[src/rtl/serial_frame_tx_if.sv]
// Handshake and serial-line bundle for serial_frame_tx.
// The producer side uses the master modport and the transmitter uses the slave modport.
interface serial_frame_tx_if #(
    parameter int DATA_W = 8
);
    logic              start;
    logic [DATA_W-1:0] data_in;
    logic              tx_out;
    logic              busy;
    logic              done;

    modport master (output start, output data_in, input tx_out, input busy, input done);
    modport slave  (input start, input data_in, output tx_out, output busy, output done);
endinterface

[src/rtl/serial_frame_tx.sv]
// Serial frame transmitter. The line idles high. Each frame is a start bit (0),
// then DATA_W data bits LSB first, then an optional even-parity bit, then a stop bit (1).
// Every bit is held for CLKS_PER_BIT clocks.
// Define PARITY_EN to compile in the parity bit. Without it, STOP follows DATA directly.
// All outputs are registered. Each output's next value is derived from the next state,
// so a frame becomes visible on the edge that accepts it.
module serial_frame_tx #(
    parameter int CLKS_PER_BIT = 868,
    parameter int DATA_W       = 8
) (
    input  logic             clk,
    input  logic             reset_n,
    serial_frame_tx_if.slave bus
);
    localparam int BW_RAW = $clog2(CLKS_PER_BIT + 1);
    localparam int BW     = (BW_RAW < 1) ? 1 : BW_RAW;
    localparam int IW_RAW = $clog2(DATA_W + 1);
    localparam int IW     = (IW_RAW < 1) ? 1 : IW_RAW;

    localparam logic [BW-1:0] BAUD_MAX = BW'(CLKS_PER_BIT - 1);
    localparam logic [IW-1:0] BIT_MAX  = IW'(DATA_W - 1);

    typedef enum logic [2:0] {
        IDLE,
        START,
        DATA,
`ifdef PARITY_EN
        PARITY,
`endif
        STOP
    } state_t;

    state_t            state, state_nxt;
    logic [BW-1:0]     baud_cnt, baud_nxt;
    logic [IW-1:0]     bit_idx, bit_nxt;
    logic [DATA_W-1:0] shift, shift_nxt;
    logic              tx_r, tx_nxt;
    logic              busy_r, busy_nxt;
    logic              done_r, done_nxt;
    logic              bit_end;
`ifdef PARITY_EN
    // The parity bit is latched at acceptance, because the shift register is consumed as bits go out.
    logic              par_r, par_nxt;
`endif

    assign bit_end     = (baud_cnt == BAUD_MAX);
    assign bus.tx_out  = tx_r;
    assign bus.busy    = busy_r;
    assign bus.done    = done_r;

    // State, counters and registered outputs. Reset aborts any frame and forces the line high.
    always_ff @(posedge clk or negedge reset_n) begin
        if (!reset_n) begin
            state    <= IDLE;
            baud_cnt <= '0;
            bit_idx  <= '0;
            shift    <= '0;
            tx_r     <= 1'b1;
            busy_r   <= 1'b0;
            done_r   <= 1'b0;
`ifdef PARITY_EN
            par_r    <= 1'b0;
`endif
        end else begin
            state    <= state_nxt;
            baud_cnt <= baud_nxt;
            bit_idx  <= bit_nxt;
            shift    <= shift_nxt;
            tx_r     <= tx_nxt;
            busy_r   <= busy_nxt;
            done_r   <= done_nxt;
`ifdef PARITY_EN
            par_r    <= par_nxt;
`endif
        end
    end

    // Next-state logic, then the output values that belong to that next state.
    always_comb begin
        state_nxt = state;
        baud_nxt  = bit_end ? '0 : baud_cnt + 1'b1;
        bit_nxt   = bit_idx;
        shift_nxt = shift;
        done_nxt  = 1'b0;
`ifdef PARITY_EN
        par_nxt   = par_r;
`endif
        case (state)
            IDLE: begin
                baud_nxt = '0;
                bit_nxt  = '0;
                if (bus.start) begin
                    state_nxt = START;
                    shift_nxt = bus.data_in;
`ifdef PARITY_EN
                    par_nxt   = ^bus.data_in;
`endif
                end
            end
            START: begin
                if (bit_end) begin
                    state_nxt = DATA;
                    bit_nxt   = '0;
                end
            end
            DATA: begin
                if (bit_end) begin
                    shift_nxt = shift >> 1;
                    if (bit_idx == BIT_MAX) begin
`ifdef PARITY_EN
                        state_nxt = PARITY;
`else
                        state_nxt = STOP;
`endif
                    end else begin
                        bit_nxt = bit_idx + 1'b1;
                    end
                end
            end
`ifdef PARITY_EN
            PARITY: begin
                if (bit_end) state_nxt = STOP;
            end
`endif
            STOP: begin
                if (bit_end) begin
                    state_nxt = IDLE;
                    done_nxt  = 1'b1;
                end
            end
            default: state_nxt = IDLE;
        endcase

        busy_nxt = (state_nxt != IDLE);
        case (state_nxt)
            START:   tx_nxt = 1'b0;
            DATA:    tx_nxt = shift_nxt[0];
`ifdef PARITY_EN
            PARITY:  tx_nxt = par_nxt;
`endif
            default: tx_nxt = 1'b1;
        endcase
    end
endmodule

[src/flat_wrapper.sv]
// flat-port wrapper written by rule: the top's interface ports become plain ports
module serial_frame_tx_flat 
#(
    parameter int CLKS_PER_BIT = 868,
    parameter int DATA_W       = 8
)
  (clk, reset_n, bus_start, bus_data_in, bus_tx_out, bus_busy, bus_done);
  serial_frame_tx_if #(.DATA_W(DATA_W)) bus_i ();
  input  logic clk;
  input  logic reset_n;
  input wire logic [$bits(bus_i.start)-1:0] bus_start;
  input wire logic [$bits(bus_i.data_in)-1:0] bus_data_in;
  output wire logic [$bits(bus_i.tx_out)-1:0] bus_tx_out;
  output wire logic [$bits(bus_i.busy)-1:0] bus_busy;
  output wire logic [$bits(bus_i.done)-1:0] bus_done;
  assign bus_i.start = bus_start;
  assign bus_i.data_in = bus_data_in;
  assign bus_tx_out = bus_i.tx_out;
  assign bus_busy = bus_i.busy;
  assign bus_done = bus_i.done;
  serial_frame_tx #(.CLKS_PER_BIT(CLKS_PER_BIT), .DATA_W(DATA_W)) u_core (.clk(clk), .reset_n(reset_n), .bus(bus_i));
endmodule
[config.mk]
export PLATFORM = sky130hd
export DESIGN_NAME = serial_frame_tx_flat
export DESIGN_NICKNAME = d
export VERILOG_FILES = /design/src/rtl/serial_frame_tx_if.sv /design/src/rtl/serial_frame_tx.sv /design/src/flat_wrapper.sv
export SDC_FILE = /design/constraint.sdc
export NUM_CORES = 1
export LEC_CHECK = 0
export ABC_CLOCK_PERIOD_IN_PS = 2200
export BUFFER_PORTS_ARGS = -buffer_cell sky130_fd_sc_hd__buf_2
export CORE_MARGIN = 1
export CORE_UTILIZATION = 51
export DETAILED_ROUTE_END_ITERATION = 10
export GPL_ROUTABILITY_DRIVEN = 0
export GPL_TIMING_DRIVEN = 0
export PLACE_DENSITY = 0.74
export SYNTH_ARGS = -nofsm -noshare
export SYNTH_HDL_FRONTEND = slang
export SYNTH_SLANG_ARGS = --single-unit
export TNS_END_PERCENT = 20
[constraint.sdc]
create_clock -name clk -period 2.2 [get_ports clk]
set_input_delay 0.44 -clock clk [delete_from_list [all_inputs] [get_ports clk]]
set_output_delay 0.44 -clock clk [all_outputs]
set_load 0.05 [all_outputs]
* Word-level counts from Yosys, hierarchy flattened
Index checks and enable logic that the tools add are counted.
Storage, ports and cells: logic and storage cells 45, register bits 28, output and inout port bits 3
Operators by class: reduce and logical (&&, ||, !) cells 6, muxes and demuxes 18, add/sub/neg operators 2, equality and inequality tests 11
Operators by type and width (number):
- two-way mux 10 bit | 2
- two-way mux 8 bit | 2
- case mux 8 bit (2 select lines) | 1
- two-way mux 3 bit | 5
- two-way mux 4 bit | 3
- case mux 3 bit (4 select lines) | 1
- case mux 4 bit (3 select lines) | 1
- adder 10 x 1 -> 10 bit (second input constant) | 1
- equality test 10 bit (second input constant) | 1
- equality test 3 x 2 -> 1 bit (second input constant) | 3
- equality test 3 x 1 -> 1 bit (second input constant) | 2
- nonzero test 3 bit | 2
- adder 4 x 1 -> 4 bit (second input constant) | 1
- equality test 4 x 3 -> 1 bit (second input constant) | 1
- != test 2 x 1 -> 1 bit (second input constant) | 2
- != test 2 bit (second input constant) | 2
- AND reduction 4 bit | 1
- logical NOT 3 bit | 1
- AND reduction 3 bit | 1
- two-way mux 1 bit | 2
- case mux 1 bit (2 select lines) | 1
- nonzero test 2 bit | 1

* Longest topological paths before layout
Gate-level depths: netlist (run 1).
word-level depth 6, depth in mapped cells 7, depth with buffers taken out 6

* Worst setup path after synthesis (run 1)
No wires, ideal clock.
path type register to register, from register u_core.baud_cnt[2], to register u_core.tx_r, in the netlist u_core.bus.tx_out, arrival time 2.004 ns, setup slack 0.103 ns, stages on the path, launching flop included 6, buffers on the path 0, period minus slack after synthesis 2.097 ns, cell sequence dfrtp_1 > or4b_4 > or4_1 > mux2i_2 > a2111oi_1 > mux2i_1
Between the ends: longest elaborated chain between the ends 5
Ends and longest elaborated chain:
- start, declared | line serial_frame_tx.sv:34 | logic [BW-1:0] baud_cnt, baud_nxt;
- start signal, assigned | line serial_frame_tx.sv:66 | baud_cnt <= baud_nxt;
- equality test 10 bit (*) | line serial_frame_tx.sv:46 | assign bit_end = (baud_cnt == BAUD_MAX);
- two-way mux 3 bit (on tied branches) | line serial_frame_tx.sv:126, serial_frame_tx.sv:101, serial_frame_tx.sv:107
- case mux 3 bit (4 select lines) | line serial_frame_tx.sv:88 | case (state)
- equality test 3 x 2 -> 1 bit or equality test 3 x 1 -> 1 bit (tied branches) | line serial_frame_tx.sv:135 | case (state_nxt)
- case mux 1 bit (2 select lines) (*) | line serial_frame_tx.sv:135
- via u_core.tx_nxt | line serial_frame_tx.sv:37 | logic tx_r, tx_nxt;
- end signal, assigned | line serial_frame_tx.sv:69 | tx_r <= tx_nxt;
- end, declared | line serial_frame_tx.sv:37
The timed path passes the listed nets; every way through them passes the cells marked *. The select of a mux whose other input is x is not followed. A chain may end at the register's enable or synchronous reset.

* Worst setup path after layout (run 1)
from register u_core.baud_cnt[4], to register u_core.tx_r, in the netlist u_core.bus.tx_out
Same word-level chain as after synthesis.

==> summary.txt, run 1 <==
Placement
  – IO Port Bufs: 13
  – Placed cell areas: 0.00141 mm^2
  – Post-Place Cells: 172
  – HPWL after detailed placement: 1680 um

Clock network
  – Clk root buf: clkbuf_4
  – H-tree depth: 1
  – Worst-path clk slew: 140 ps
  – # hold bufs at CTS: 0
  – CTS Buf Count: 3
  – Clock Latency Late Sink: ~320 ps
  – CTS max path bufs: 2
  – TritonCTS clock tree: done
  – Sink Count: 28

Layout
  – Share of layout cells above drive strength 1: 19.5%
  – Post-layout util: 64.1%
  – Area Growth Syn to Fin: 13.9%
  – Inserted Diodes: 0
  – Area of the multi-input gates: 608 um^2
  – Sequential cell area: between 700 and 800 um^2
  – Final instance area: 0.00149 mm^2
  – Fin cells: 177
  – Fillcell total: 189
  – Nets: 163

Critical path
  – R2R Setup Slk: about 9.4 ps
  – Worst reg2reg path depth: 5
  – Crit path largest cell delay: 580 ps
  – WS Path Type: reg2reg
  – Crit-path slowest cell: or4b_4
  – Worst-path fanout max: 5
  – CP Capture Type: flip-flop
  – Crit path DAT: between 2000 and 2500 ps
  – Reg-to-Reg End: u_core.bus.tx_out$_DFF_PN1_
  – Worst r2r src: u_core.baud_cnt[4]$_DFF_PN0_
  – Worst path required time: 2450 ps
  – CP startpoint kind: flip-flop
  – CP cell instances: or4b_4 > or4_4 > mux2i_4 > a2111oi_4 > mux2i_1

Timing
  – Final setup fails: 0
  – Peak Freq: 456 MHz
  – Fin crit share: 99.6%
  – Worst Skew: 7.20 ps
  – Slew HR: 20.4%
  – Slew @ Worst Pin: 1180 ps
  – Final hold violation count: 0
  – Final min period: roughly 2200 ps
  – Max Slew Vio Count: 0
  – RSZ-0062 raised after global routing: true

Global routing
  – Global-route wire length before repair: 4080 um
  – Largest net degree at the start of global routing: 29
  – Initial antenna violation count: 0
  – Number of global-route vias before repair: 917
  – GRT Overall Usage: 21.2%
  – Grt ovf: 0

Synthesis
  – Net Count, Synth: ~140
  – Register bit total from synthesis: 28
  – Syn avg cell area: between 9 and 10 um^2
  – Post-synth EDFFs: 0
  – Cell accounting for the most synthesized area: dfrtp_1
  – Yosys Warn Count: 0
  – Sequential cell area fraction in the yosys report: 53.8%
  – Mapped Area: 0.00131 mm^2
  – Async SR Flop Fraction: 100%
  – Synth Flop Type: dfrtp_1
  – Distinct cells, synth: 36
  – Share of the synthesized area in the top cell type: 51.8%
  – Cells after Synth: between 100 and 150
  – Top post-synthesis cells by area: dfrtp_1 (52%), nand2_1 (6.0%), nor2_1 (4.6%), a22oi_1 (3.5%), xnor2_1 (3.4%)

Die
  – Area of the core: 0.00232 mm^2
  – Die Width: 52.6 um
  – Cell Rows: 17
  – DIE HEIGHT: 52.6 um
  – Starting Density: 56.3%
  – Ports: 14
  – Die Footprint: 0.00277 mm^2

Power and ir drop
  – P_sw: about 0.00027 W
  – Maximum VDD drop: between 500 and 600 uV
  – Power per cell area: between 600 and 700 mW/mm^2
  – Sequential power share: 60.7%
  – Leak Pwr: 0.680 nW
  – Clk pwr share: 23.8%
  – Design Power: 0.00101 W
  – Combinational share of power: 15.4%
  – Sw Ratio: 26.9%
  – Internal: 0.000736 W

Detailed routing
  – Drt drc: 0
  – Vias/cell: 5.59
  – DRT iter0 DRCs: 25
  – WL final: 2400 um
  – DRT Pass-1 Iters: 4
  – Average routed wire per standard cell: 13.6 um
  – Via count: 990
  – Antenna Violating Nets Remaining: 0

Min path
  – Hold WC Path Type: in2async

Status
  – Run status: completed

Flow run
  – Max-cap violations: 0
## Yosys cell counts, drive strengths merged (3+ instances only)
cell    n
nor2   16
nor4b   3
inv     4
nand3   5
nand2  21
o21ai   7
xnor2   5
dfrtp  27
a22oi   6
nor3    3
## per-stage QoR
step / worst slack (ps) / TNS (ps) / hold WS (ps)
2_1_floorplan: 103 / 0 / 144
3_3_place_gp: -7.78 / -7.78 / 456
3_5_place_dp: -45.1 / -45.1 / 467
4_1_cts: 3.87 / 0 / 114
5_1_grt: -125 / -126 / 125
6_report: 9.41 / 0 / 107
## cells by family after synthesis
| group | synth area share [%] |
|---|---|
| buffers and inverters | 2.11 |
| XOR/XNOR | 4.70 |
| flip-flops | 53.8 |
| multiplexers | 1.82 |
| other | 0.287 |
| AND/OR/NAND/NOR | 24.4 |
| AO/OA/AOI/OAI | 10.9 |
| adder cells (fa/ha/maj) | 1.92 |
## power groups by stage
stage                     registers [W]   logic, W  clock network (W)
after floorplan                0.000630  0.0000810                  0
after global placement         0.000622   0.000131                  0
after detailed placement       0.000625   0.000133                  0
after CTS                      0.000610   0.000156           0.000254
after global routing           0.000618   0.000180           0.000276
final                          0.000612   0.000156           0.000240
## per-layer routing
metal / share of wire (%) / GRT usage, % / vias to the layer above
li1: - / - / 495
met1: 47 / 26.7 / 480
met2: 50 / 34.8 / 13
met3: 2.7 / 4.06 / 2
met4: 0.71 / 10.1 / 0
met5: 0 / 0 / -
## timing repair
action,4_1_cts,5_1_grt
setup buffers,2,0
resized for setup,1,7
pin swaps,0,2
cloned,0,0
endpoints found under the setup margin,1,5
## placed cells by master (no fill, tap or decap), types with 3 or more instances in the layout
master	Yosys	layout
dfrtp_1	27	27
nand2_1	21	21
buf_2	1	15
nor2_1	16	15
o21ai_0	6	6
a22oi_1	6	6
nand3_1	5	5
xnor2_1	5	5
inv_1	4	4
nor3_1	3	3
nor4b_1	3	3
clkbuf_4	0	3
## flip-flops by register name (all words and copies together), names as in the netlist
name and flops:
u_core.bus.busy 1, u_core.baud_cnt 10, u_core.bus.done 1, u_core.bus.tx_out 1
u_core.bit_idx 4, u_core.shift 8, u_core.state 3
## worst max path at each step
stage	startpoint	end	slack [ps]
2_1_floorplan	u_core.baud_cnt[2]$_DFF_PN0_	u_core.bus.tx_out$_DFF_PN1_	100
3_3_place_gp	u_core.baud_cnt[2]$_DFF_PN0_	u_core.bus.tx_out$_DFF_PN1_	-8
3_5_place_dp	u_core.baud_cnt[2]$_DFF_PN0_	u_core.bus.tx_out$_DFF_PN1_	-50
4_1_cts	u_core.baud_cnt[2]$_DFF_PN0_	u_core.bus.tx_out$_DFF_PN1_	4
5_1_grt	u_core.baud_cnt[4]$_DFF_PN0_	u_core.bus.tx_out$_DFF_PN1_	-120
6_report	u_core.baud_cnt[4]$_DFF_PN0_	u_core.bus.tx_out$_DFF_PN1_	9
## cell type report
cell class,instances,area share [%]
well taps,28,2.36
multi-input cells,96,40.9
repair buffers,15,5.39
inverters,4,1.01
flip-flops and latches,28,47.2
clock buffers,4,2.44
plain buffers,2,0.673
## critical path, delay by kind of cell, from the launching register on
family,cells,cell delay (ps)
muxes,2,330
DFF,1,410
AOI/OAI and AO/OA,1,280
and+or+nand+nor,2,1100
No activity file was read; power rests on OpenSTA's default activity.
==> run 2, diff against run 1 <==
--- a/config.mk
+++ b/config.mk
@@ -5,14 +5,13 @@
 export SDC_FILE = /design/constraint.sdc
 export NUM_CORES = 1
 export LEC_CHECK = 0
-export ABC_CLOCK_PERIOD_IN_PS = 2200
+export ABC_CLOCK_PERIOD_IN_PS = 2600
 export BUFFER_PORTS_ARGS = -buffer_cell sky130_fd_sc_hd__buf_2
 export CORE_MARGIN = 1
-export CORE_UTILIZATION = 51
+export CORE_UTILIZATION = 40
 export DETAILED_ROUTE_END_ITERATION = 10
 export GPL_ROUTABILITY_DRIVEN = 0
 export GPL_TIMING_DRIVEN = 0
-export PLACE_DENSITY = 0.74
 export SYNTH_ARGS = -nofsm -noshare
 export SYNTH_HDL_FRONTEND = slang
 export SYNTH_SLANG_ARGS = --single-unit
==> constraint.sdc (replaced) <==
create_clock -name clk -period 2.6 [get_ports clk]
set_input_delay 0.52 -clock clk [delete_from_list [all_inputs] [get_ports clk]]
set_output_delay 0.52 -clock clk [all_outputs]
set_load 0.05 [all_outputs]
==> summary.txt, run 2 (synthesized netlist as in run 1, its figures left out) <==
Status
  – Run status: completed

Global routing
  – GRT Overall Usage: 15.7% (-5.5 points)
  – Initial antenna violation count: 0 (unchanged)
  – Global-route wire length before repair: 4180 um (+2.4%)
  – Grt ovf: 0 (unchanged)
  – Largest net degree at the start of global routing: 29 (unchanged)
  – Number of global-route vias before repair: 965 (+5.2%)

Layout
  – Share of layout cells above drive strength 1: 15.5% (-3.9 points)
  – Commonest cells after routing, fill and taps aside: dfrtp_1 (27), nand2_1 (21), nor2_1 (16)
  – Area Growth Syn to Fin: 12.0%
  – Nets: 162 (-0.61%)
  – Biggest regs: u_core.baud_cnt: 10 flops, u_core.shift: 8 flops, u_core.bit_idx: 4 flops
  – Post-layout util: 47.5% (-17 points)
  – Final instance area: 0.00146 mm^2 (-1.7%)
  – Most flop-heavy register: u_core.baud_cnt
  – Most common cell after layout, fill and taps aside: dfrtp_1
  – Max FFs per register: 10 (unchanged)
  – Fin cells: 192 (+8.5%)
  – Inserted Diodes: 0 (unchanged)

Clock network
  – Sink Count: 28 (unchanged)
  – Post-CTS Resized: 0 (-1)
  – TritonCTS clock tree: done
  – Post-CTS setup buffer count: 0 (-2)
  – Clock Latency Late Sink: 320 ps (about the same)
  – CTS max path bufs: 2 (unchanged)
  – H-tree depth: 1 (unchanged)
  – Clk root buf: clkbuf_4
  – Worst-path clk slew: 150 ps (about the same)
  – CTS Buf Count: 3 (unchanged)
  – # hold bufs at CTS: 0 (unchanged)

Critical path
  – Crit path DAT: 2530 ps (+90 ps)
  – Worst path required time: 2860 ps (+410 ps)
  – Crit-path slowest cell: or4b_4
  – CP startpoint kind: flip-flop
  – R2R Setup Slk: 330 ps (+320 ps)
  – Crit path largest cell delay: 590 ps (about the same)
  – WS Path Type: reg2reg
  – Worst reg2reg path depth: 6 (+1)
  – CP delay by family, top: simple AND/OR/NAND/NOR gates
  – Reg-to-Reg End: u_core.bus.tx_out$_DFF_PN1_
  – CP Capture Type: flip-flop
  – CP cell instances: or4b_4 > nor4_2 > clkbuf_1 > and2_1 > a2111oi_1 > mux2i_1
  – Worst r2r src: u_core.baud_cnt[2]$_DFF_PN0_
  – Crit path buf inv count: 1 (+1)
  – Worst-path fanout max: 10 (+5)

Placement
  – IO Port Bufs: 13 (unchanged)
  – Post-Place Cells: 188 (+9.3%)
  – HPWL after detailed placement: 1700 um (+0.84%)
  – Placed cell areas: 0.00143 mm^2 (+1.4%)

Die
  – Cell Rows: 20 (+3)
  – DIE HEIGHT: 59.1 um (+12%)
  – Die Width: 59.1 um (+12%)
  – Die Footprint: 0.00350 mm^2 (+26%)
  – Starting Density: 42.4% (-14 points)
  – Ports: 14 (unchanged)
  – Area of the core: 0.00308 mm^2 (+33%)

Power and ir drop
  – Leak Pwr: 0.661 nW (-2.8%)
  – Power per cell area: 577 mW/mm^2 (-15%)
  – Maximum VDD drop: 282 uV (-45%)

Detailed routing
  – Average routed wire per standard cell: 12.3 um (-9.3%)
  – Vias/cell: 5.03 (-10%)
  – WL final: 2360 um (-1.6%)
  – DRT Pass-1 Iters: 4 (unchanged)
  – Drt drc: 0 (unchanged)
  – Antenna Violating Nets Remaining: 0 (unchanged)
  – DRT iter0 DRCs: 28 (+12%)
  – Via count: 966 (-2.4%)

Flow run
  – Max-cap violations: 0 (unchanged)

Timing
  – Max Slew Vio Count: 0 (unchanged)
  – Hold_ws: 186 ps (+78.4 ps)
  – Final min period: 2270 ps (+77.2 ps)
  – Final setup fails: 0 (unchanged)
  – Slew @ Worst Pin: 1170 ps (-9.77 ps)
  – Fin Setup TNS: 0 ps (unchanged)
  – Peak Freq: 441 MHz (-3.4%)
  – Final hold violation count: 0 (unchanged)
  – Worst Skew: 5.76 ps (-1.44 ps)
  – RSZ-0062 raised after global routing: false
  – Fin crit share: 87.2% (-12 points)
  – Slew HR: 21.1% (+0.66 points)

Min path
  – Hold WC Path Type: in2async
## run 2: worst max path at each step
stage / startpoint / endpoint / slack, ps / depth (start not counted)
after CTS: u_core.baud_cnt[2]$_DFF_PN0_ / u_core.bus.tx_out$_DFF_PN1_ / 300 / 6
after global placement: u_core.baud_cnt[2]$_DFF_PN0_ / u_core.bus.tx_out$_DFF_PN1_ / 390 / 5
after floorplan: u_core.baud_cnt[2]$_DFF_PN0_ / u_core.bus.tx_out$_DFF_PN1_ / 500 / 5
after global routing: u_core.baud_cnt[2]$_DFF_PN0_ / u_core.bus.tx_out$_DFF_PN1_ / 150 / 6
final: u_core.baud_cnt[2]$_DFF_PN0_ / u_core.bus.tx_out$_DFF_PN1_ / 330 / 6
after detailed placement: u_core.baud_cnt[2]$_DFF_PN0_ / u_core.bus.tx_out$_DFF_PN1_ / 360 / 6
## run 2: cell type report
cell class	instances	area (um^2)
Buffer	3	12.5
Timing Repair Buffer	13	65.1
Sequential cell	28	702
Tap cell	44	55.1
Inverter	4	15.0
Multi-Input combinational cell	96	576
Fill cell	305	1620
Clock buffer	4	36.3
## run 2: per-stage QoR
step,power (W),setup slack (ps)
6_report,0.000844,332
5_1_grt,0.000892,147
4_1_cts,0.000857,300
3_5_place_dp,0.000643,358
3_3_place_gp,0.000639,389
2_1_floorplan,0.000601,503
## run 2: per-layer routing
| layer | vias up | global-route usage (%) | wire, um |
|---|---|---|---|
| met5 | - | 0 | 0 |
| met4 | 0 | 6.12 | 17 |
| met1 | 464 | 21.1 | 1130 |
| li1 | 488 | - | - |
| met2 | 12 | 25.8 | 1160 |
| met3 | 2 | 1.97 | 56 |
## run 2: report_power, final
group          internal [W]  total [W]  switching [W]
combinational     0.0000449   0.000113      0.0000680
clock             0.0000856   0.000210       0.000125
sequential         0.000484   0.000520      0.0000366
==> run 3, diff against run 2 <==
==> constraint.sdc (replaced) <==
create_clock -name clk -period 2.6 [get_ports clk]
set_input_delay 0.13 -clock clk [delete_from_list [all_inputs] [get_ports clk]]
set_output_delay 0.13 -clock clk [all_outputs]
set_load 0.05 [all_outputs]
==> summary.txt, run 3 (synthesized netlist as in run 1, its figures left out) <==
Layout
  – Area Growth Syn to Fin: 13.5%
  – Post-layout util: 48.1% (+0.65 points)
  – Biggest regs: u_core.baud_cnt: 10 flops, u_core.shift: 8 flops, u_core.bit_idx: 4 flops
  – Nets: 164 (+1.2%)
  – Most common cell after layout, fill and taps aside: dfrtp_1
  – Commonest cells after routing, fill and taps aside: dfrtp_1 (27), nand2_1 (21), nor2_1 (16)
  – Inserted Diodes: 0 (unchanged)
  – Share of layout cells above drive strength 1: 15.3% (-0.21 points)
  – Max FFs per register: 10 (unchanged)
  – Most flop-heavy register: u_core.baud_cnt

Global routing
  – Met2 usage: 25.8% (unchanged)
  – Number of global-route vias before repair: 971 (+0.62%)
  – Global-route wire length before repair: 4200 um (+0.50%)
  – Met1 Track Usage GR: 21.3% (+0.20 points)
  – GRT Overall Usage: 15.8% (+0.061 points)
  – Grt ovf: 0 (unchanged)
  – Initial antenna violation count: 0 (unchanged)
  – Largest net degree at the start of global routing: 29 (unchanged)
  – GRT met3 Usage: 1.97% (unchanged)
  – Grt peak-use layer: met2

Min path
  – Hold WC Path Type: in2reg
  – Worst hold stages: 3
  – Hold Path End: u_core.shift[6]$_DFFE_PN0P_
  – Worst hold start: bus_data_in[6]

Power and ir drop
  – Power per cell area: 571 mW/mm^2 (-1.1%)
  – Leak Pwr: 0.670 nW (+1.3%)
  – Maximum VDD drop: 283 uV (+0.33%)

Detailed routing
  – Antenna Violating Nets Remaining: 0 (unchanged)
  – Average routed wire per standard cell: 12.1 um (-1.9%)
  – WL final: 2340 um (-0.85%)
  – DRT iter0 DRCs: 39 (+39%)
  – DRT Pass-1 Iters: 4 (unchanged)
  – Vias/cell: 4.94 (-1.7%)
  – Drt drc: 0 (unchanged)
  – Via count: 959 (-0.72%)

Flow run
  – Max-cap violations: 0 (unchanged)

Clock network
  – CTS Buf Count: 3 (unchanged)
  – Clock Latency Late Sink: 320 ps (about the same)
  – Post-CTS Resized: 0 (unchanged)
  – Sink Count: 28 (unchanged)
  – CTS max path bufs: 2 (unchanged)
  – Post-CTS setup buffer count: 0 (unchanged)
  – Worst-path clk slew: 150 ps (about the same)
  – H-tree depth: 1 (unchanged)
  – TritonCTS clock tree: done
  – Clk root buf: clkbuf_4
  – # hold bufs at CTS: 2 (+2)

Timing
  – Worst Skew: 5.61 ps (-0.148 ps)
  – Fin crit share: 87.2% (about the same)
  – Peak Freq: 441 MHz (about the same)
  – Max Slew Vio Count: 0 (unchanged)
  – RSZ-0062 raised after global routing: false
  – Slew @ Worst Pin: 1170 ps (-2.02 ps)
  – Final min period: 2270 ps (-0.497 ps)
  – Final hold violation count: 0 (unchanged)
  – Slew HR: 21.2% (+0.14 points)
  – Final setup fails: 0 (unchanged)
  – Fin Setup TNS: 0 ps (unchanged)

Critical path
  – Crit path DAT: 2530 ps (about the same)
  – Crit-path slowest cell: or4b_4
  – WS Path Type: reg2reg
  – Worst r2r src: u_core.baud_cnt[2]$_DFF_PN0_
  – Worst-path fanout max: 10 (unchanged)
  – Reg-to-Reg End: u_core.bus.tx_out$_DFF_PN1_
  – R2R Setup Slk: 330 ps (about the same)
  – Crit path largest cell delay: 590 ps (about the same)
  – CP startpoint kind: flip-flop
  – CP Capture Type: flip-flop
  – Worst path required time: 2860 ps (about the same)
  – CP cell instances: or4b_4 > nor4_2 > clkbuf_1 > and2_1 > a2111oi_1 > mux2i_1
  – Worst reg2reg path depth: 6 (unchanged)

Die
  – Die Footprint: 0.00350 mm^2 (unchanged)
  – Die Width: 59.1 um (unchanged)
  – Starting Density: 42.4% (unchanged)
  – Ports: 14 (unchanged)
  – DIE HEIGHT: 59.1 um (unchanged)
  – Area of the core: 0.00308 mm^2 (unchanged)
  – Cell Rows: 20 (unchanged)

Placement
  – IO Port Bufs: 13 (unchanged)
  – HPWL after detailed placement: 1700 um (unchanged)

Status
  – Run status: completed
[run 3: routing by layer]
| layer | vias up | part of all wire [%] |
|---|---|---|
| li1 | 490 | - |
| met1 | 459 | 49 |
| met2 | 8 | 48 |
| met3 | 2 | 1.9 |
| met4 | 0 | 0.73 |
| met5 | - | 0 |
[run 3: report_power, final]
part | total [W] | switching [W] | leakage (nW) | internal, W
clock network | 0.000211 | 0.000125 | 0.0210 | 0.0000856
logic | 0.000115 | 0.0000677 | 0.282 | 0.0000468
registers | 0.000520 | 0.0000366 | 0.367 | 0.000484
total | 0.000846 | 0.000229 | 0.670 | 0.000616
[run 3: worst max-delay path by stage]
| stage | startpoint | to | slack [ps] | cells past startpoint |
|---|---|---|---|---|
| finish | u_core.baud_cnt[2]$_DFF_PN0_ | u_core.bus.tx_out$_DFF_PN1_ | 330 | 6 |
| global route | u_core.baud_cnt[2]$_DFF_PN0_ | u_core.bus.tx_out$_DFF_PN1_ | 150 | 6 |
| CTS | u_core.baud_cnt[2]$_DFF_PN0_ | u_core.bus.tx_out$_DFF_PN1_ | 300 | 6 |
| detailed placement | u_core.baud_cnt[2]$_DFF_PN0_ | u_core.bus.tx_out$_DFF_PN1_ | 360 | 6 |
| global placement | u_core.baud_cnt[2]$_DFF_PN0_ | u_core.bus.tx_out$_DFF_PN1_ | 390 | 5 |
| floorplan | u_core.baud_cnt[2]$_DFF_PN0_ | u_core.bus.tx_out$_DFF_PN1_ | 500 | 5 |
[run 3: worst max-delay path: cells and delay by family, from the launching register on]
family	cells	cell delay [ps]
compound gates	1	60
flops	1	460
buf+inv	1	390
mux	1	160
simple gates	3	1130
[run 3: stage by stage]
step	total power, W	setup WS [ps]	cells	hold WS, ps	area (um^2)
after global routing	0.000893	146	194	24.2	1480
after detailed placement	0.000643	358	188	187	1430
after global placement	0.000639	389	188	176	1430
after CTS	0.000860	300	194	17.1	1480
final	0.000846	333	194	24.3	1480
after floorplan	0.000601	503	131	-166	1310
[run 3: final cells by class]
cell class              instances  area [um^2]
clock buffers                   4         36.3
repair buffers                 15         85.1
multi-input cells              96          576
fillers                       301         1600
plain buffers                   3         12.5
well taps                      44         55.1
flip-flops and latches         28          702
inverters                       4         15.0
